[config.mk]
export PLATFORM = sky130hd
export DESIGN_NAME = reg_wr_arbiter
export DESIGN_NICKNAME = d
export VERILOG_FILES = /design/src/rtl/reg_wr_arbiter.sv
export SDC_FILE = /design/constraint.sdc
export NUM_CORES = 1
export LEC_CHECK = 0
export ABC_AREA = 1
export BUFFER_PORTS_ARGS = -buffer_cell sky130_fd_sc_hd__buf_4
export CAP_MARGIN = 20
export CORE_ASPECT_RATIO = 1.25
export CORE_MARGIN = 2
export CORE_UTILIZATION = 40
export DETAILED_ROUTE_END_ITERATION = 8
export PLACE_DENSITY = 0.84
export SLEW_MARGIN = 0
export SYNTH_ARGS = -nofsm -noshare
export SYNTH_HDL_FRONTEND = slang
export SYNTH_SLANG_ARGS = --single-unit
[constraint.sdc]
create_clock -name Clock -period 1.8 [get_ports Clock]
set_clock_uncertainty 0.1 [all_clocks]
set_input_delay 0.36 -clock Clock [delete_from_list [all_inputs] [get_ports Clock]]
set_output_delay 0.36 -clock Clock [all_outputs]
set_load 0.005 [all_outputs]
[src/rtl/reg_wr_arbiter.sv]
// Two-port register-file write arbiter: round-robin grant between ALU and
// load writeback, one registered write per WR cycle, register 0 writes dropped.
module reg_wr_arbiter #(
  parameter int unsigned n = 32
) (
  input  logic             Clock,
  input  logic             Resetn,
  input  logic             Req0,
  input  logic             Req1,
  input  logic [4:0]       Rw0,
  input  logic [4:0]       Rw1,
  input  logic [n-1:0]     Dat0,
  input  logic [n-1:0]     Dat1,
  output logic             Ack0,
  output logic             Ack1,
  output logic [4:0]       Rw,
  output logic [n-1:0]     busV,
  output logic             RegWr,
  output logic             Busy,
  output logic [7:0]       WrCnt
);

  localparam int unsigned AW = 5;
  localparam int unsigned CW = 8;

  typedef enum logic {
    ST_IDLE = 1'b0,
    ST_WR   = 1'b1
  } state_e;

  state_e          state_q, state_d;
  logic            ptr_q, ptr_d;
  logic            ack0_q, ack0_d;
  logic            ack1_q, ack1_d;
  logic            regwr_q, regwr_d;
  logic [AW-1:0]   rw_q, rw_d;
  logic [n-1:0]    busv_q, busv_d;
  logic [CW-1:0]   wrcnt_q, wrcnt_d;

  logic            elig0, elig1, any_elig, win1;

  // State and output registers
  always_ff @(posedge Clock or negedge Resetn) begin
    if (!Resetn) begin
      state_q <= ST_IDLE;
      ptr_q   <= 1'b0;
      ack0_q  <= 1'b0;
      ack1_q  <= 1'b0;
      regwr_q <= 1'b0;
      rw_q    <= '0;
      busv_q  <= '0;
      wrcnt_q <= '0;
    end else begin
      state_q <= state_d;
      ptr_q   <= ptr_d;
      ack0_q  <= ack0_d;
      ack1_q  <= ack1_d;
      regwr_q <= regwr_d;
      rw_q    <= rw_d;
      busv_q  <= busv_d;
      wrcnt_q <= wrcnt_d;
    end
  end

  // Next-state, arbitration and registered-output computation
  always_comb begin
    state_d  = state_q;
    ptr_d    = ptr_q;
    ack0_d   = 1'b0;
    ack1_d   = 1'b0;
    regwr_d  = 1'b0;
    rw_d     = rw_q;
    busv_d   = busv_q;
    wrcnt_d  = wrcnt_q;

    // A port acked this cycle is still holding its old request; exclude it
    elig0    = Req0 & ~ack0_q;
    elig1    = Req1 & ~ack1_q;
    any_elig = elig0 | elig1;
    win1     = elig1 & (~elig0 | ptr_q);

    case (state_q)
      ST_IDLE: state_d = any_elig ? ST_WR : ST_IDLE;
      ST_WR:   state_d = any_elig ? ST_WR : ST_IDLE;
      default: state_d = ST_IDLE;
    endcase

    if (any_elig) begin
      ptr_d   = ~win1;
      ack0_d  = ~win1;
      ack1_d  = win1;
      rw_d    = win1 ? Rw1 : Rw0;
      busv_d  = win1 ? Dat1 : Dat0;
      regwr_d = (rw_d != AW'(0));
      wrcnt_d = wrcnt_q + CW'(regwr_d);
    end
  end

  assign Ack0  = ack0_q;
  assign Ack1  = ack1_q;
  assign Rw    = rw_q;
  assign busV  = busv_q;
  assign RegWr = regwr_q;
  assign WrCnt = wrcnt_q;
  assign Busy  = (state_q == ST_WR);

endmodule

[Yosys cells after proc, flatten, opt, wreduce, memory -nomap -nowiden]
Cells that the tools add are included.
Widths: inputs -> output; s select.
Word-level totals
  register bits: 50
  bits of input ports: 78
  output and inout port bits: 49
  word-level logic and storage cells: 25
Operators by class
  add/sub/neg operators: 1
  muxes and demuxes: 6
  bitwise logic cells: 9
  reductions and logical operators: 1
Operators with widths (number)
  $mux 32: 1
  $add 8x1->8: 1
  $mux 5: 1
  $reduce_bool 5->1: 1
  $mux 1: 4
  $not 1->1: 4
  $and 1x1->1: 3
  $or 1x1->1: 2

[Depth between registers and ports, before layout]
  depth after elaboration: 8
  mapped depth: 15
  gate-level depth less buffers: 15

[Worst setup path before layout]
OpenSTA, ideal clock, no wires.
  path type: flip-flop to flip-flop
  start: register ack1_q, in the netlist Ack1
  end: register wrcnt_q[6], in the netlist WrCnt[6]
  library setup time: 0.122 ns
  data arrival time: 1.763 ns
  required time: 1.578 ns
  setup slack: -0.185 ns
  cell stages (with the launch flop): 13
  path buffers: 0
  clock period less this slack: 1.985 ns
  cells stage by stage: dfrtp_1 > nor2_4 > nand2_4 > o21ai_0 > nand2_1 > nor2_1 > inv_1 > ha_1 > ha_1 > nand4_1 > nor2_1 > nor2_1 > nor2_1
Between the ends
  longest elaborated chain between the ends: 6
  elaborated cells on any way between the ends: 7
  classes of those cells: add/sub (1); mux (1); bitwise (4); reduce/logical (1)
RTL lines
  start, declared: RTL line 34  | logic ack1_q, ack1_d;
  start signal, assigned: RTL line 57  | ack1_q <= ack1_d;
  $not 1->1 *: RTL line 78  | elig1 = Req1 & ~ack1_q;
  $and 1x1->1 *: RTL line 78
  $and 1x1->1: RTL line 80  | win1 = elig1 & (~elig0 | ptr_q);
  $mux 5: RTL line 92  | rw_d = win1 ? Rw1 : Rw0;
  $reduce_bool 5->1: RTL line 94  | regwr_d = (rw_d != AW'(0));
  $add 8x1->8: RTL line 95  | wrcnt_d = wrcnt_q + CW'(regwr_d);
  end signal, assigned: RTL line 61  | wrcnt_q <= wrcnt_d;
  end, declared: RTL line 38  | logic [CW-1:0] wrcnt_q, wrcnt_d;
Mark *: on every way between the ends. The rest lies on a longest branch, timed or not.
A chain may end at the register's enable or synchronous reset.

[Worst setup path in the final report]
  start: register ack0_q, in the netlist Ack0
  end: register wrcnt_q[6], in the netlist WrCnt[6]
Between the ends
  longest elaborated chain between the ends: 8
  elaborated cells on any way between the ends: 9
  classes of those cells: add/sub (1); mux (1); bitwise (6); reduce/logical (1)
RTL lines
  start, declared: RTL line 33  | logic ack0_q, ack0_d;
  start signal, assigned: RTL line 56  | ack0_q <= ack0_d;
  $not 1->1 *: RTL line 77  | elig0 = Req0 & ~ack0_q;
  $and 1x1->1 *: RTL line 77
  $not 1->1: RTL line 80
  $or 1x1->1: RTL line 80
  $and 1x1->1: RTL line 80
  $mux 5: RTL line 92
  $reduce_bool 5->1: RTL line 94
  $add 8x1->8: RTL line 95
Marks and branches as above.

==> impl_summary.txt <==
----------------------------------------------------
[Finish]
  Final instance area ... 3490 um2
  Most used cells in the layout excluding fill and tap cells ... sky130_fd_sc_hd__buf_4 (136), sky130_fd_sc_hd__nand2_1 (112), sky130_fd_sc_hd__dfrtp_1 (50)
  Final antenna diode count ... 0
  Synth-to-Final Area Change ... 53.2%
  Final core occ ... 63.7%
  Leading cell type in the layout, fill and taps excluded ... sky130_fd_sc_hd__buf_4
  Final net count ... 484
  Fraction of layout instances using a drive strength above 1 ... 43.5%

[Power and ir drop]
  Net switching share of the total power ... 33.3%
  Int Pwr ... 2.60 mW
  Worst vdd ir ... 0.560 mV
  Total power per unit cell area ... 1120 nW/um2
  Power share of the combinational group ... 39.6%
  Reported leakage power ... 1.84 nW
  Clk network pwr share ... 16.7%
  Net Sw Power ... 1.30 mW
  Register share of total power ... 43.7%

[Clocking]
  Root buffer cell ... sky130_fd_sc_hd__clkbuf_8
  TritonCTS clock tree ... yes
  # H-tree levels ... 2
  Clock slew at reported path FFs ... 90 ps
  Later-pin clock latency in the skew report ... 290 ps
  CTS sink count ... 50
  Number of CTS-inserted buffers ... 5
  Maximum number of buffers from clock root to sink ... 2

[Global routing]
  Aggregate global routing overflow ... 0
  Antenna violations before repair ... 0
  Total routing resource utilization after global routing ... 19.2%
  Number of global-route vias before repair ... 2,197
  First-pass GRT wire length ... 9.54 mm
  Largest net degree at the start of global routing ... 51

[Routing]
  Total length of routed wires ... 6.03 mm
  DR iter-0 viols ... 89
  Number of iterations in the first detailed-routing pass ... 4
  Count of vias placed by the detailed router ... 2,234
  DRC errors left ... 0
  Antenna viol nets, final ... 0
  Wire length per cell after detailed routing ... 12.9 um
  Via density ... 4.76

[Yosys]
  Share of synthesized area occupied by flip-flops and latches ... 54.9%
  Number of warnings reported in the yosys synthesis log ... 0
  Cell variety after synth ... 20
  Mean area per synthesized cell ... 8.47 um2
  Netlist area before placement ... 2280 um2
  Total of flip-flops plus latches after synthesis ... 50
  Post-Synthesis Cells ... 269
  Synthesized Nets ... 349

[Setup path]
  Crit path max fanout ... 8
  Data required time of the critical path ... 1890 ps
  Setup CP Type ... reg2reg
  Data arrival time of the critical path ... 2070 ps
  Worst Setup End Kind ... flop
  Type of origin of the critical path ... flop

[Place]
  Area post-placement ... 3270 um2
  Number of buffers added on ports ... 126
  Detailed placer's ending HPWL ... 4.45 mm
  Final Wtd Congestion ... 0.782

[Status]
  Violations in the final reports ... negative setup slack
  Status ... finished with violations

[Timing]
  Max_slew headroom ... 58.6%
  Max-slew violation count ... 0
  Final period util ... 110%
  Sum of negative setup slack ... -784 ps
  Unrepaired setup endpoints after global routing ... true
  Setup slack of the critical path after layout ... -183 ps
  # setup viols final ... 7
  Min Clock Period, post-route ... 1980 ps
  Maximum frequency from static timing analysis ... 504 MHz
  Transition at the pin with the smallest max-transition slack ... 622 ps
  Tightest hold margin ... 168 ps
  Final hold viol count ... 0

[Floorplanning]
  Area of the core ... 5480 um2
  Chip height ... 88.4 um
  Die Area ... 6320 um2
  Number of top-level pins ... 127
  Site Rows ... 30
  Starting Density ... 41.6%
  Die Wd ... 71.5 um

[Worst hold path]
  Worst min-delay path class ... in2reg

[Job]
  Number of max-cap violations ... 0

----------------------------------------------------
==> synth_stat cells, drive strengths merged <==
| master | count | area (um2) |
|---|---|---|
| o21ai | 8 | 40.0 |
| buf | 10 | 93.8 |
| xor2 | 2 | 17.5 |
| inv | 18 | 70.1 |
| nand4 | 2 | 12.5 |
| ha | 2 | 25.0 |
| xnor2 | 3 | 26.3 |
| nor2 | 8 | 37.5 |
| nor3 | 1 | 5.00 |
| dfrtp | 50 | 1250 |
| nand3b | 1 | 7.51 |
| nand3 | 36 | 185 |
| nand2 | 128 | 505 |
==> per-layer routing <==
metal | wire (um) | global-route usage [%] | vias to the layer above
met5 | 0 | 0 | -
met4 | 133 | 7.72 | 0
met3 | 398 | 3.76 | 13
met2 | 3290 | 34.8 | 93
met1 | 2210 | 22.3 | 1018
li1 | - | - | 1110
==> sequential cells by signal, summed over array words and instances, names as in the netlist <==
name	count
Ack0	1
ptr_q	1
RegWr	1
WrCnt	8
Ack1	1
Rw	5
Busy	1
busV	32
==> cell families after synthesis <==
kind of cell	count (synthesis)	synth area share (%)
AOI/OAI and AO/OA	8	1.76
xor gates and xnor gates	5	1.92
adders and majority gates	2	1.10
buffers and inverters	28	7.20
DFF	50	54.9
and+or+nand+nor	176	33.1
==> final timing paths <==
check,depth (start not counted),end,from,slack [ps]
worst max-delay path,14,WrCnt[6],Ack0,-180
worst min-delay path,3,busV[13],Dat0[13],170
worst max register to register,14,WrCnt[6],Ack0,-180
worst min register to register,2,busV[18],busV[18],400
max in group asynchronous,2,busV[16],Resetn,660
min in group asynchronous,2,WrCnt[6],Resetn,520
==> repair_timing <==
item                                   in CTS  in global routing
endpoints found under the hold margin      10                  0
buffers inserted                            3                  3
pin swaps                                  12                  6
setup endpoints to repair                   7                 22
hold buffers                                1                  0
resized for setup                          10                 12
==> through the flow <==
step           setup slack (ps)  power, mW  std cells
6_report                   -183       3.90        469
5_1_grt                    -291       4.18        469
4_1_cts                    -157       3.91        466
3_5_place_dp               -262       3.17        454
3_3_place_gp               -213       3.11        454
2_1_floorplan             -64.5       2.36        269
==> power groups by stage <==
stage / clock, mW / sequential (mW) / combinational [mW]
detailed placement: 0 / 1.72 / 1.45
global placement: 0 / 1.70 / 1.41
CTS: 0.676 / 1.71 / 1.53
finish: 0.652 / 1.71 / 1.54
floorplan: 0 / 1.71 / 0.641
global route: 0.718 / 1.75 / 1.71
==> worst max-delay path: stages (launching register included) <==
cell                      delay, ps
sky130_fd_sc_hd__dfrtp_1        390
sky130_fd_sc_hd__inv_2           90
sky130_fd_sc_hd__nand3_4        130
sky130_fd_sc_hd__nand2_8        140
sky130_fd_sc_hd__nand2_2         60
sky130_fd_sc_hd__nand2_2         70
sky130_fd_sc_hd__nand3_2         90
sky130_fd_sc_hd__nor2_4         130
sky130_fd_sc_hd__inv_2           50
sky130_fd_sc_hd__ha_4           160
sky130_fd_sc_hd__ha_4           150
sky130_fd_sc_hd__nand4_1        120
sky130_fd_sc_hd__nor2_1          60
sky130_fd_sc_hd__nor2_1          80
sky130_fd_sc_hd__nor2_1          40
==> area by class of cell <==
class,count,area (um2)
clock inverter,1,5.00
multi-input combinational,191,951
tap,64,80.1
fill,510,1990
sequential,50,1250
timing repair buffer,138,1040
clock buffer,7,86.3
inverter,18,72.6
Note: power is estimated with default switching activity, not from simulation.
